File: src/rtl/mem_ctrl_gen_if.sv
// mem_ctrl_gen_if: groups the 8-bit memory port and the fetch/load/store
// request channels of mem_ctrl_gen.
// slave  = controller side, master = requester/memory side.
interface mem_ctrl_gen_if #(
   parameter int ADDR_W = 32
);
   logic [7:0]        mem_din;
   logic [ADDR_W-1:0] mem_addr;
   logic [7:0]        mem_dout;
   logic              mem_wr;
   logic              if_req;
   logic [ADDR_W-1:0] if_addr;
   logic              if_ack;
   logic [31:0]       if_rdata;
   logic              ld_req;
   logic [1:0]        ld_size;
   logic              ld_unsigned;
   logic [ADDR_W-1:0] ld_addr;
   logic              ld_ack;
   logic [31:0]       ld_rdata;
   logic              st_req;
   logic [1:0]        st_size;
   logic [ADDR_W-1:0] st_addr;
   logic [31:0]       st_wdata;
   logic              st_ack;
   logic              busy;

   modport slave (
      input  mem_din, if_req, if_addr, ld_req, ld_size, ld_unsigned, ld_addr,
             st_req, st_size, st_addr, st_wdata,
      output mem_addr, mem_dout, mem_wr, if_ack, if_rdata, ld_ack, ld_rdata,
             st_ack, busy
   );

   modport master (
      output mem_din, if_req, if_addr, ld_req, ld_size, ld_unsigned, ld_addr,
             st_req, st_size, st_addr, st_wdata,
      input  mem_addr, mem_dout, mem_wr, if_ack, if_rdata, ld_ack, ld_rdata,
             st_ack, busy
   );
endinterface

File: src/rtl/mem_ctrl_gen.sv
// mem_ctrl_gen: byte-serial memory controller arbitrating fetch, load and
// store channels onto one 8-bit synchronous memory port (little-endian).
// Reads overlap address issue with data capture through a MEM_LAT-deep
// capture pipeline. Optional one-entry fetch buffer: MEM_CTRL_FETCH_BUF_EN.
module mem_ctrl_gen #(
   parameter int ADDR_W     = 32,
   parameter int MEM_LAT    = 2,
   parameter int FETCH_PRIO = 0
) (
   input  logic          clk,
   input  logic          rst,
   mem_ctrl_gen_if.slave bus
);
   typedef enum logic [1:0] {ST_IDLE = 2'd0, ST_RD = 2'd1, ST_WR = 2'd2, ST_DONE = 2'd3} state_t;
   typedef enum logic [1:0] {CH_IF = 2'd0, CH_LD = 2'd1, CH_ST = 2'd2} chan_t;

   state_t              r_state;
   chan_t               r_chan;
   logic [ADDR_W-1:0]   r_addr;
   logic [1:0]          r_size;
   logic                r_uns;
   logic [31:0]         r_wdata;
   logic [2:0]          r_n;
   logic [2:0]          r_k;
   logic [1:0]          r_cap_k;
   logic [31:0]         r_data;
   logic [MEM_LAT-1:0]  r_pipe;
   logic [ADDR_W-1:0]   r_mem_addr;
   logic [7:0]          r_mem_dout;
   logic                r_mem_wr;
   logic                r_if_ack;
   logic [31:0]         r_if_rdata;
   logic                r_ld_ack;
   logic [31:0]         r_ld_rdata;
   logic                r_st_ack;
   logic                r_busy;

   logic                w_gnt_if;
   logic                w_gnt_ld;
   logic                w_gnt_st;
   logic                w_issue;
   logic [2:0]          w_k_nxt;
   logic [31:0]         w_word;

`ifdef MEM_CTRL_FETCH_BUF_EN
   logic                r_fb_v;
   logic [ADDR_W-1:0]   r_fb_tag;
   logic [31:0]         r_fb_word;
   logic                r_hit;
   logic                w_hit;

   assign w_hit = r_fb_v && (bus.if_addr == r_fb_tag);
`endif

   // Number of bytes moved for a given access size.
   function automatic logic [2:0] size_to_n(input logic [1:0] size);
      case (size)
         2'd0:    size_to_n = 3'd1;
         2'd1:    size_to_n = 3'd2;
         default: size_to_n = 3'd4;
      endcase
   endfunction

   // Sign/zero extension of the assembled load word.
   function automatic logic [31:0] extend(input logic [31:0] word, input logic [1:0] size,
                                          input logic uns);
      case (size)
         2'd0:    extend = {{24{~uns & word[7]}}, word[7:0]};
         2'd1:    extend = {{16{~uns & word[15]}}, word[15:0]};
         default: extend = word;
      endcase
   endfunction

   assign w_issue = (r_state == ST_RD) && (r_k < r_n);
   assign w_k_nxt = r_k + 3'd1;

   // Fixed-priority grant; a channel whose ack is high is never granted.
   always_comb begin
      w_gnt_if = 1'b0;
      w_gnt_ld = 1'b0;
      w_gnt_st = 1'b0;
      if (FETCH_PRIO == 1) begin
         if (bus.if_req && !r_if_ack)      w_gnt_if = 1'b1;
         else if (bus.st_req && !r_st_ack) w_gnt_st = 1'b1;
         else if (bus.ld_req && !r_ld_ack) w_gnt_ld = 1'b1;
         else                              w_gnt_if = 1'b0;
      end else begin
         if (bus.st_req && !r_st_ack)      w_gnt_st = 1'b1;
         else if (bus.ld_req && !r_ld_ack) w_gnt_ld = 1'b1;
         else if (bus.if_req && !r_if_ack) w_gnt_if = 1'b1;
         else                              w_gnt_st = 1'b0;
      end
   end

   // Read word with the byte arriving this cycle merged into its lane.
   always_comb begin
      w_word = r_data;
      w_word[{r_cap_k, 3'b000} +: 8] = bus.mem_din;
   end

   // Controller FSM: arbitration, byte sequencing, capture and registered outputs.
   always_ff @(posedge clk) begin
      if (rst) begin
         r_state    <= ST_IDLE;
         r_chan     <= CH_IF;
         r_addr     <= {ADDR_W{1'b0}};
         r_size     <= 2'd0;
         r_uns      <= 1'b0;
         r_wdata    <= 32'd0;
         r_n        <= 3'd0;
         r_k        <= 3'd0;
         r_cap_k    <= 2'd0;
         r_data     <= 32'd0;
         r_pipe     <= {MEM_LAT{1'b0}};
         r_mem_addr <= {ADDR_W{1'b0}};
         r_mem_dout <= 8'd0;
         r_mem_wr   <= 1'b0;
         r_if_ack   <= 1'b0;
         r_if_rdata <= 32'd0;
         r_ld_ack   <= 1'b0;
         r_ld_rdata <= 32'd0;
         r_st_ack   <= 1'b0;
         r_busy     <= 1'b0;
`ifdef MEM_CTRL_FETCH_BUF_EN
         r_fb_v     <= 1'b0;
         r_fb_tag   <= {ADDR_W{1'b0}};
         r_fb_word  <= 32'd0;
         r_hit      <= 1'b0;
`endif
      end else begin
         r_if_ack <= 1'b0;
         r_ld_ack <= 1'b0;
         r_st_ack <= 1'b0;
         case (r_state)
            ST_IDLE: begin
               r_mem_wr   <= 1'b0;
               r_mem_addr <= {ADDR_W{1'b0}};
               r_mem_dout <= 8'd0;
               r_busy     <= 1'b0;
               r_k        <= 3'd0;
               r_cap_k    <= 2'd0;
               r_data     <= 32'd0;
               r_pipe     <= {MEM_LAT{1'b0}};
               if (w_gnt_st) begin
                  r_chan     <= CH_ST;
                  r_addr     <= bus.st_addr;
                  r_size     <= bus.st_size;
                  r_wdata    <= bus.st_wdata;
                  r_n        <= size_to_n(bus.st_size);
                  r_mem_wr   <= 1'b1;
                  r_mem_addr <= bus.st_addr;
                  r_mem_dout <= bus.st_wdata[7:0];
                  r_busy     <= 1'b1;
                  r_state    <= ST_WR;
`ifdef MEM_CTRL_FETCH_BUF_EN
                  r_fb_v     <= 1'b0;
`endif
               end else if (w_gnt_ld) begin
                  r_chan     <= CH_LD;
                  r_addr     <= bus.ld_addr;
                  r_size     <= bus.ld_size;
                  r_uns      <= bus.ld_unsigned;
                  r_n        <= size_to_n(bus.ld_size);
                  r_mem_addr <= bus.ld_addr;
                  r_busy     <= 1'b1;
                  r_state    <= ST_RD;
               end else if (w_gnt_if) begin
                  r_chan     <= CH_IF;
                  r_addr     <= bus.if_addr;
                  r_size     <= 2'd2;
                  r_uns      <= 1'b0;
                  r_n        <= 3'd4;
`ifdef MEM_CTRL_FETCH_BUF_EN
                  if (w_hit) begin
                     r_hit      <= 1'b1;
                     r_state    <= ST_DONE;
                  end else begin
                     r_mem_addr <= bus.if_addr;
                     r_busy     <= 1'b1;
                     r_state    <= ST_RD;
                  end
`else
                  r_mem_addr <= bus.if_addr;
                  r_busy     <= 1'b1;
                  r_state    <= ST_RD;
`endif
               end
            end
            ST_RD: begin
               if (w_issue) begin
                  r_k <= w_k_nxt;
                  if (w_k_nxt < r_n) r_mem_addr <= r_addr + ADDR_W'(w_k_nxt);
                  else               r_mem_addr <= {ADDR_W{1'b0}};
               end
               r_pipe <= (r_pipe << 1) | MEM_LAT'(w_issue);
               if (r_pipe[MEM_LAT-1]) begin
                  r_data  <= w_word;
                  r_cap_k <= r_cap_k + 2'd1;
                  if (r_cap_k == (r_n[1:0] - 2'd1)) begin
                     r_busy  <= 1'b0;
                     r_state <= ST_DONE;
                     if (r_chan == CH_IF) begin
                        r_if_ack   <= 1'b1;
                        r_if_rdata <= w_word;
`ifdef MEM_CTRL_FETCH_BUF_EN
                        r_fb_v     <= 1'b1;
                        r_fb_tag   <= r_addr;
                        r_fb_word  <= w_word;
`endif
                     end else begin
                        r_ld_ack   <= 1'b1;
                        r_ld_rdata <= extend(w_word, r_size, r_uns);
                     end
                  end
               end
            end
            ST_WR: begin
               if (w_k_nxt < r_n) begin
                  r_k        <= w_k_nxt;
                  r_mem_addr <= r_addr + ADDR_W'(w_k_nxt);
                  r_mem_dout <= r_wdata[{w_k_nxt[1:0], 3'b000} +: 8];
               end else begin
                  r_mem_wr   <= 1'b0;
                  r_mem_addr <= {ADDR_W{1'b0}};
                  r_mem_dout <= 8'd0;
                  r_st_ack   <= 1'b1;
                  r_busy     <= 1'b0;
                  r_state    <= ST_DONE;
               end
            end
            ST_DONE: begin
`ifdef MEM_CTRL_FETCH_BUF_EN
               // A buffer hit spends one cycle here silently, then acks from the buffer.
               if (r_hit) begin
                  r_hit      <= 1'b0;
                  r_if_ack   <= 1'b1;
                  r_if_rdata <= r_fb_word;
               end else begin
                  r_state    <= ST_IDLE;
               end
`else
               r_state <= ST_IDLE;
`endif
            end
            default: r_state <= ST_IDLE;
         endcase
      end
   end

   assign bus.mem_addr = r_mem_addr;
   assign bus.mem_dout = r_mem_dout;
   assign bus.mem_wr   = r_mem_wr;
   assign bus.if_ack   = r_if_ack;
   assign bus.if_rdata = r_if_rdata;
   assign bus.ld_ack   = r_ld_ack;
   assign bus.ld_rdata = r_ld_rdata;
   assign bus.st_ack   = r_st_ack;
   assign bus.busy     = r_busy;
endmodule
File: src/flat_wrapper.sv
// flat-port wrapper written by rule: the top's interface ports become plain ports
module mem_ctrl_gen_flat 
#(
   parameter int ADDR_W     = 32,
   parameter int MEM_LAT    = 2,
   parameter int FETCH_PRIO = 0
)
  (clk, rst, bus_mem_din, bus_if_req, bus_if_addr, bus_ld_req, bus_ld_size, bus_ld_unsigned, bus_ld_addr, bus_st_req, bus_st_size, bus_st_addr, bus_st_wdata, bus_mem_addr, bus_mem_dout, bus_mem_wr, bus_if_ack, bus_if_rdata, bus_ld_ack, bus_ld_rdata, bus_st_ack, bus_busy);
  mem_ctrl_gen_if #(.ADDR_W(ADDR_W)) bus_i ();
  input  logic clk;
  input  logic rst;
  input wire logic [$bits(bus_i.mem_din)-1:0] bus_mem_din;
  input wire logic [$bits(bus_i.if_req)-1:0] bus_if_req;
  input wire logic [$bits(bus_i.if_addr)-1:0] bus_if_addr;
  input wire logic [$bits(bus_i.ld_req)-1:0] bus_ld_req;
  input wire logic [$bits(bus_i.ld_size)-1:0] bus_ld_size;
  input wire logic [$bits(bus_i.ld_unsigned)-1:0] bus_ld_unsigned;
  input wire logic [$bits(bus_i.ld_addr)-1:0] bus_ld_addr;
  input wire logic [$bits(bus_i.st_req)-1:0] bus_st_req;
  input wire logic [$bits(bus_i.st_size)-1:0] bus_st_size;
  input wire logic [$bits(bus_i.st_addr)-1:0] bus_st_addr;
  input wire logic [$bits(bus_i.st_wdata)-1:0] bus_st_wdata;
  output wire logic [$bits(bus_i.mem_addr)-1:0] bus_mem_addr;
  output wire logic [$bits(bus_i.mem_dout)-1:0] bus_mem_dout;
  output wire logic [$bits(bus_i.mem_wr)-1:0] bus_mem_wr;
  output wire logic [$bits(bus_i.if_ack)-1:0] bus_if_ack;
  output wire logic [$bits(bus_i.if_rdata)-1:0] bus_if_rdata;
  output wire logic [$bits(bus_i.ld_ack)-1:0] bus_ld_ack;
  output wire logic [$bits(bus_i.ld_rdata)-1:0] bus_ld_rdata;
  output wire logic [$bits(bus_i.st_ack)-1:0] bus_st_ack;
  output wire logic [$bits(bus_i.busy)-1:0] bus_busy;
  assign bus_i.mem_din = bus_mem_din;
  assign bus_i.if_req = bus_if_req;
  assign bus_i.if_addr = bus_if_addr;
  assign bus_i.ld_req = bus_ld_req;
  assign bus_i.ld_size = bus_ld_size;
  assign bus_i.ld_unsigned = bus_ld_unsigned;
  assign bus_i.ld_addr = bus_ld_addr;
  assign bus_i.st_req = bus_st_req;
  assign bus_i.st_size = bus_st_size;
  assign bus_i.st_addr = bus_st_addr;
  assign bus_i.st_wdata = bus_st_wdata;
  assign bus_mem_addr = bus_i.mem_addr;
  assign bus_mem_dout = bus_i.mem_dout;
  assign bus_mem_wr = bus_i.mem_wr;
  assign bus_if_ack = bus_i.if_ack;
  assign bus_if_rdata = bus_i.if_rdata;
  assign bus_ld_ack = bus_i.ld_ack;
  assign bus_ld_rdata = bus_i.ld_rdata;
  assign bus_st_ack = bus_i.st_ack;
  assign bus_busy = bus_i.busy;
  mem_ctrl_gen #(.ADDR_W(ADDR_W), .MEM_LAT(MEM_LAT), .FETCH_PRIO(FETCH_PRIO)) u_core (.clk(clk), .rst(rst), .bus(bus_i));
endmodule
File: config.mk
export PLATFORM = sky130hd
export DESIGN_NAME = mem_ctrl_gen_flat
export DESIGN_NICKNAME = d
export VERILOG_FILES = /design/src/rtl/mem_ctrl_gen_if.sv /design/src/rtl/mem_ctrl_gen.sv /design/src/flat_wrapper.sv
export SDC_FILE = /design/constraint.sdc
export NUM_CORES = 1
export LEC_CHECK = 0
export ABC_AREA = 1
export CORE_MARGIN = 5
export CORE_UTILIZATION = 57
export CTS_BUF_LIST = sky130_fd_sc_hd__clkbuf_4
export CTS_CLUSTER_DIAMETER = 80
export DETAILED_ROUTE_END_ITERATION = 7
export GPL_TIMING_DRIVEN = 0
export PLACE_DENSITY = 0.95
export RECOVER_POWER = 50
export SKIP_CTS_REPAIR_TIMING = 1
export SLEW_MARGIN = 20
export SYNTH_ARGS = -nofsm -noshare
export SYNTH_HDL_FRONTEND = slang
export SYNTH_SLANG_ARGS = --single-unit
File: constraint.sdc
create_clock -name clk -period 5.8 [get_ports clk]
set_input_delay 1.45 -clock clk [delete_from_list [all_inputs] [get_ports clk]]
set_output_delay 1.45 -clock clk [all_outputs]
set_load 0.05 [all_outputs]
======== After elaboration in Yosys (flattened, before gate mapping) ========
Cells that the tools add are included.
word-level totals
  flip-flop bits (word level) ............. 222
  output and inout port bits .............. 109
  logic and storage cells ................. 143
cells by class
  order comparisons ....................... 2
  shift-type cells ........................ 3
  bitwise operators ....................... 10
  reductions and logical operators ........ 30
  equal/unequal tests ..................... 13
  mux-type cells .......................... 60
  $add $sub $neg .......................... 5
operator list
  kind                                                   number
  two-way mux 32 bit                                     9
  one-hot mux 32 bit (2 select lines)                    2
  one-hot mux 32 bit (3 select lines)                    1
  adder 32 x 3 -> 32 bit                                 1
  bitwise mux 32 bit                                     1
  variable shift 8 x 7 -> 32 bit (first input constant)  1
  variable part select 32 x 6 -> 8 bit                   1
  variable part select 8 x 7 -> 32 bit                   1
  two-way mux 2 bit                                      13
  two-way mux 1 bit                                      18
  two-way mux 8 bit                                      2
  one-hot mux 8 bit (2 select lines)                     1
  AND reduction 4 bit                                    4
  two-way mux 3 bit                                      5
  one-hot mux 3 bit (2 select lines)                     2
  zero test 2 bit                                        5
  AND reduction 2 bit                                    5
  one-hot mux 3 bit (3 select lines)                     1
  == test 2 x 1 -> 1 bit (second input constant)         4
  one-hot mux 2 bit (2 select lines)                     2
  one-hot mux 2 bit (4 select lines)                     1
  negator 5 -> 7 bit                                     1
  NOT 1 bit                                              7
  < comparator 3 bit                                     2
  other kinds (19)                                       33

======== Depth between registers and ports, before layout ========
Gate-level depths: netlist (run 1).
  depth after elaboration ................. 9
  depth in mapped cells ................... 15

======== Worst setup path before layout (run 1) ========
No wires, ideal clock.
  path kind ............................... input -> register
  start point ............................. input bus_ld_req
  end point ............................... register u_core.r_addr[1]
  arrival ................................. 2.395 ns
  path slack .............................. 3.286 ns
  cell stages on the path ................. 10
  path buffers ............................ 1
  cell sequence ........................... nand2_1 > nand2_1 > clkinv_2 > nand2_2 > nand2_2 > nand2_4 > inv_4 > buf_4 > o21ai_0 > nor2_1
between the ends
  word-level cells in the longest chain between the ends .. 5
  elaborated cells on any way between the ends .. 9
  classes of those cells .................. 6 x mux; 3 x reduce/logical
RTL lines
  what                                                                               line                 source
  from (decl)                                                                        flat_wrapper.sv:15   input wire logic [$bits(bus_i.ld_req)-1:0] bus_ld_req;
  logical AND 1 bit (*)                                                              mem_ctrl_gen.sv:89   else if (bus.ld_req && !r_ld_ack) w_gnt_ld = 1'b1;
  two-way mux 1 bit                                                                  mem_ctrl_gen.sv:89
  two-way mux 1 bit                                                                  mem_ctrl_gen.sv:88   if (bus.st_req && !r_st_ack) w_gnt_st = 1'b1;
  nonzero test 3 bit (no source line) / two-way mux 32 bit (equally long branches)   --
  AND reduction 2 bit (no source line) / two-way mux 32 bit (equally long branches)  --
  to (signal assigned)                                                               mem_ctrl_gen.sv:106  r_addr <= {ADDR_W{1'b0}};
  to (signal assigned)                                                               mem_ctrl_gen.sv:146  r_addr <= bus.st_addr;
  to (signal assigned)                                                               mem_ctrl_gen.sv:160  r_addr <= bus.ld_addr;
  to (decl)                                                                          mem_ctrl_gen.sv:19   logic [ADDR_W-1:0] r_addr;
Every way passes the cells marked *; elsewhere a longest branch is shown, timed or not.
A chain may end at the register's enable or synchronous reset.

======== Worst setup path after layout (run 1) ========
  start point ............................. input bus_st_req
  end point ............................... register u_core.r_addr[30]
between the ends
  word-level cells in the longest chain between the ends .. 4
  elaborated cells on any way between the ends .. 8
  classes of those cells .................. 5 x mux; 3 x reduce/logical
RTL lines
  what                                                                               line                source
  from (decl)                                                                        flat_wrapper.sv:19  input wire logic [$bits(bus_i.st_req)-1:0] bus_st_req;
  logical AND 1 bit (*)                                                              mem_ctrl_gen.sv:88
  two-way mux 1 bit                                                                  mem_ctrl_gen.sv:88
  nonzero test 3 bit (no source line) / two-way mux 32 bit (equally long branches)   --
  AND reduction 2 bit (no source line) / two-way mux 32 bit (equally long branches)  --
Marked as above.

==> results_dict.tcl, run 1 <==
set metrics [dict create \
    outcome "completed" \
    rr_worst_depth 11 \
    postSynth.topFlopCell "dfxtp_1" \
    stdcell_area_um2 14800 \
    r2r_start "u_core.bus.ld_ack$_SDFF_PP0_" \
    hp-start "u_core.r_wdata[2]$_SDFFE_PP0P_" \
    rsz0062_at_grt "false" \
    tightestPinTransition_ps 745 \
    final-setup-viol-count 0 \
    final_common_cell "nand2_1" \
    post-route-min-period_ps 3580 \
    portBuffers 253 \
    vdd_drop_max_mv 0.264 \
    area_growth_pct 30.5 \
    die_w_um 151 \
    grt_pass1_wl_mm 61.6 \
    drt_wl_total_mm 40.3 \
    crit_buf_inv 4 \
    power_density_nw_per_um2 394 \
    startpoint_type "primary input" \
    post-route-period-util_pct 61.7 \
    timing.rr.end "u_core.r_addr[30]$_SDFFE_PP0P_" \
    cts-root-buf "clkbuf_4" \
    p_leak_nw 6.16 \
    ios 255 \
    hold_end "u_core.r_wdata[2]$_SDFFE_PP0P_" \
    dieArea_um2 22800 \
    critPathMostFrequentCell "nand2_1" \
    avgSynthCellArea_um2 6.61 \
    cp_top_family "simple AND/OR/NAND/NOR gates" \
    ys_types 42 \
    die_h_um 151 \
    std_cell_rows 51 \
    maxSlewViolCount 0 \
    grt-ovfl-total 0 \
    synth_edf_count 0 \
    whs_path_depth 2 \
    drive_gt1_share_pct 7.22 \
    cts_tree "yes" \
    synthesis.nets 1877 \
    cts_made_buffers 56 \
    insertion_delay_ps 680 \
    cts_max_level 2 \
    antenna_found_initial 1 \
    cp_max_fo 10 \
    cp_slowest_cell "dlygate4sd3_1" \
    regToRegSetupSlack_ps 3160 \
    avgViaCountPerCell 5.60 \
    post_drt_wl_per_cell_um 17.4 \
    cp_slowest_stage_delay_ps 570 \
    crit_path_cell_trace "dlygate4sd3_1, nand2_1, nand2_1, clkinvlp_2, nand2_1, nand2_2, nand2_1, inv_4, buf_4, o21ai_0, a21oi_1" \
    fillers 1578 \
    clk_path_buf_depth 3 \
    cts_sinks 222 \
    nNetsFinal 2188 \
    synth-seq-cells 222 \
    post-route-util_pct 75.7 \
    fin_tns_setup_ps 0 \
    ys_async_sr_fraction_pct 0 \
    drv_cap 0 \
    endpoint_kind "flip-flop" \
    drt_iter0_markers 1152 \
    vias 13000 \
    grt_max_degree 15 \
    grt_pass1_vias 12300 \
    netlist_area_um2 11300 \
    globalplace.congestion 0.991 \
    antenna_left 0 \
    hold_path_class "flip-flop to flip-flop" \
    worst-setup-path-type "primary input to flip-flop" \
    coreArea_um2 19500 \
    grt.total_usage_pct 34.2 \
    yosys_warnings 0 \
    placed_area_um2 14200 \
    start_util_pct 58.0 \
    hpwl_mm 30.8 \
    cp_data_required_time_ps 6350 \
    fmax_mhz 279 \
    finClkSkew_ps 27.4 \
    layout_common_cells "347 x nand2_1, 254 x nor2_1, 250 x clkdlybuf4s50_1" \
    relSlewSlack_pct 50.3 \
    drc_errors 0 \
    drt-pass1-iter-count 7 \
    clkTransAtPathRegs_ps 60 \
    ys_seq_area_share_pct 39.3 \
    hold_viol 0 \
    cp_data_arrival_time_ps 4130 \
    syn_inst 1713 \
]
-- flip-flops by register name, indices dropped and copies added (netlist names), 8 cells and up --
| name | count |
|---|---|
| u_core.r_data | 32 |
| u_core.bus.mem_dout | 8 |
| u_core.bus.mem_addr | 32 |
| u_core.r_addr | 32 |
| u_core.r_wdata | 32 |
| u_core.bus.if_rdata | 32 |
| u_core.bus.ld_rdata | 32 |
-- power breakdown --
group / total [mW] / switching [mW] / internal, mW / leakage, nW
Clock: 1.26 / 0.627 / 0.630 / 0.374
Sequential: 2.00 / 0.201 / 1.80 / 1.81
Combinational: 2.56 / 1.75 / 0.813 / 3.97
Total: 5.82 / 2.58 / 3.24 / 6.16
-- Yosys cell counts (11+ instances only) --
| master | number | area share, % |
|---|---|---|
| nand2_1 | 344 | 11 |
| nor2_1 | 253 | 8.4 |
| dfxtp_1 | 222 | 39 |
| o21ai_0 | 216 | 9.5 |
| inv_1 | 186 | 6.2 |
| a21oi_1 | 154 | 6.8 |
| nand3_1 | 104 | 4.6 |
| clkbuf_1 | 51 | 1.7 |
| o22ai_1 | 31 | 1.7 |
| buf_2 | 27 | 1.2 |
| ha_1 | 17 | 1.9 |
| nand4_1 | 12 | 0.66 |
| o21ai_1 | 11 | 0.49 |
-- worst min-delay path, delay by kind of cell (launching register included) --
family          cells  cell delay, ps
compound gates      1              50
buf+inv             1              60
flops               1             300
-- layer usage --
metal,track usage (%),routed length (µm)
met1,39.2,15100
met5,0,0
met2,61.9,20100
met3,6.85,3570
met4,14.0,1590
-- kinds of logic after synthesis --
| group | count (synthesis) | synth area share (%) |
|---|---|---|
| buffers and inverters | 289 | 10.6 |
| DFF | 222 | 39.3 |
| AOI/OAI and AO/OA | 434 | 20.1 |
| xor gates and xnor gates | 6 | 0.464 |
| adders and majority gates | 18 | 2.06 |
| and+or+nand+nor | 744 | 27.5 |
-- per-stage QoR --
stage	worst slack, ps	cells	power (mW)	hold WS [ps]
floorplan	3290	1713	3.65	430
global placement	2310	2231	4.47	439
detailed placement	2310	2231	4.53	447
CTS	2320	2315	5.76	455
global route	2160	2316	6.13	474
finish	2220	2316	5.82	457
-- how the worst max path moves through the flow --
stage | from | to | slack, ps | cells past startpoint
floorplan | bus_ld_req | u_core.r_addr[1]$_SDFFE_PP0P_ | 3290 | 10
global placement | bus_st_req | u_core.bus.mem_addr[6]$_SDFFE_PP0P_ | 2310 | 11
detailed placement | bus_if_req | u_core.bus.mem_addr[19]$_SDFFE_PP0P_ | 2310 | 10
CTS | u_core.bus.ld_ack$_SDFF_PP0_ | bus_ld_ack | 2320 | 1
global route | bus_st_req | u_core.r_n[0]$_SDFFE_PP0P_ | 2160 | 10
finish | bus_st_req | u_core.r_addr[30]$_SDFFE_PP0P_ | 2220 | 11
-- area by class of cell --
cell class	count	area [µm²]	area share, %
Clock buffer	75	563	3.81
Timing Repair Buffer	253	2530	17.1
Tap cell	265	332	2.24
Sequential cell	222	4440	30.1
Buffer	95	454	3.07
Inverter	194	733	4.96
Clock inverter	9	60.1	0.406
Antenna cell	1	2.50	0.0169
Multi-Input combinational cell	1202	5660	38.3
(Power assumes the default switching activity.)
==> inputs of run 2 (changes only) <==
--- a/config.mk
+++ b/config.mk
@@ -7,12 +7,12 @@
 export LEC_CHECK = 0
 export ABC_AREA = 1
 export CORE_MARGIN = 5
-export CORE_UTILIZATION = 57
+export CORE_UTILIZATION = 47
 export CTS_BUF_LIST = sky130_fd_sc_hd__clkbuf_4
 export CTS_CLUSTER_DIAMETER = 80
 export DETAILED_ROUTE_END_ITERATION = 7
 export GPL_TIMING_DRIVEN = 0
-export PLACE_DENSITY = 0.95
+export PLACE_DENSITY = 0.88
 export RECOVER_POWER = 50
 export SKIP_CTS_REPAIR_TIMING = 1
 export SLEW_MARGIN = 20
==> constraint.sdc (replaced) <==
create_clock -name clk -period 3 [get_ports clk]
set_input_delay 0.75 -clock clk [delete_from_list [all_inputs] [get_ports clk]]
set_output_delay 0.75 -clock clk [all_outputs]
set_load 0.05 [all_outputs]
==> results_dict.tcl, run 2 (synthesis gave the netlist of run 1 again) <==
set metrics [dict create \
    outcome "completed" \
    multi_input_area_um2 5640 \
    post-route-min-period_ps 2780 \
    vias 12800 \
    final_common_cell "nand2_1" \
    grt_pass1_vias 12500 \
    cts_tree "yes" \
    std_cell_rows 56 \
    fin_tns_setup_ps 0 \
    post-route-period-util_pct 92.8 \
    cts_sinks 222 \
    cts_made_buffers 58 \
    grt_pass1_wl_mm 63.3 \
    drv_cap 0 \
    totalPowerFinal_mw 11.4 \
    rsz0062_at_grt "false" \
    stdcell_area_um2 14900 \
    drt_wl_total_mm 41.0 \
    cp_data_required_time_ps 2250 \
    hpwl_mm 31.7 \
    maxSlewViolCount 0 \
    layout_common_cells "351 x nand2_1, 255 x nor2_1, 251 x clkdlybuf4s50_1" \
    placed_area_um2 14300 \
    crit_buf_inv 1 \
    cp_max_fo 3 \
    grt_max_degree 16 \
    coreArea_um2 23600 \
    fillers 2148 \
    cp_top_family "buffers and inverters" \
    area_growth_pct 31.9 \
    tightestPinTransition_ps 755 \
    hold_path_class "primary input to flip-flop" \
    die_h_um 165 \
    final-setup-viol-count 0 \
    dieArea_um2 27300 \
    fmax_mhz 359 \
    clkTransAtPathRegs_ps 70 \
    post-route-util_pct 63.2 \
    antenna_left 0 \
    cp_slowest_stage_delay_ps 870 \
    post_drt_wl_per_cell_um 17.2 \
    cp_slowest_cell "clkdlybuf4s50_1" \
    drive_gt1_share_pct 7.49 \
    grt-ovfl-total 0 \
    drt-pass1-iter-count 5 \
    clk_path_buf_depth 3 \
    nNetsFinal 2190 \
    cp_data_arrival_time_ps 2030 \
    start_util_pct 47.9 \
    power_density_nw_per_um2 764 \
    relSlewSlack_pct 49.7 \
    die_w_um 165 \
    cts-root-buf "clkbuf_4" \
    portBuffers 253 \
    insertion_delay_ps 710 \
    vdd_drop_max_mv 0.541 \
    finClkSkew_ps 53.8 \
    grt.total_usage_pct 29.2 \
    regArea_um2 4440 \
    crit_path_cell_trace "clkdlybuf4s50_1" \
    p_leak_nw 6.22 \
    drc_errors 0 \
    cts_max_level 2 \
    globalplace.congestion 0.974 \
    avgViaCountPerCell 5.34 \
    hold_viol 0 \
    endpoint_kind "output port" \
    worst-setup-path-type "flip-flop to output port" \
    antenna_found_initial 1 \
    drt_iter0_markers 1076 \
    regToRegSetupSlack_ps 340 \
    ios 255 \
    startpoint_type "flip-flop" \
]
[run 2: cell types whose count changed in the layout (fill, tap and decap cells not counted), moves of 3 or more]
| cell | before | now |
|---|---|---|
| nand2_2 | 5 | 1 |
| clkbuf_4 | 75 | 89 |
| nand2_1 | 347 | 351 |
| buf_2 | 20 | 23 |
| clkbuf_2 | 4 | 1 |
| clkinv_1 | 8 | 12 |
[run 2: worst paths after layout]
kind / start / to / cells after the start
min reg2reg: u_core.r_wdata[1]$_SDFFE_PP0P_ / u_core.r_wdata[1]$_SDFFE_PP0P_ / 2
min: rst / u_core.r_chan[1]$_SDFFE_PP0P_ / 2
max reg2reg: u_core.r_cap_k[0]$_SDFFE_PP0P_ / u_core.bus.ld_rdata[22]$_SDFFE_PP0P_ / 10
max: u_core.bus.ld_ack$_SDFF_PP0_ / bus_ld_ack / 1
[run 2: area by class of cell]
type,count,share of cell area (%)
Clock buffer,89,4.48
Clock inverter,15,0.419
Buffer,95,2.99
Tap cell,319,2.67
Antenna cell,1,0.0168
Inverter,194,4.91
Multi-Input combinational cell,1202,37.8
Timing Repair Buffer,253,17.0
Sequential cell,222,29.8
[run 2: report_power, final]
part	total, mW	switching [mW]	internal (mW)
combinational	4.91	3.35	1.56
clock	2.61	1.26	1.34
sequential	3.89	0.407	3.48
total	11.4	5.03	6.39
[run 2: per-stage QoR]
step                      hold WS [ps]  std cells  worst slack [ps]
after floorplan                    430       1713               936
after global placement             440       2285               105
after detailed placement           446       2285              78.6
after CTS                          401       2389               217
after global routing               427       2390               117
final                              446       2390               216
[run 2: routing by layer]
| layer | share of wire [%] | vias to the layer above | routed length (µm) | GRT usage, % |
|---|---|---|---|---|
| met4 | 3.8 | 0 | 1560 | 12.0 |
| met1 | 38 | 5780 | 15700 | 33.4 |
| met2 | 49 | 653 | 20100 | 52.7 |
| met5 | 0 | - | 0 | 0 |
| li1 | - | 6215 | - | - |
| met3 | 9.1 | 110 | 3720 | 6.21 |
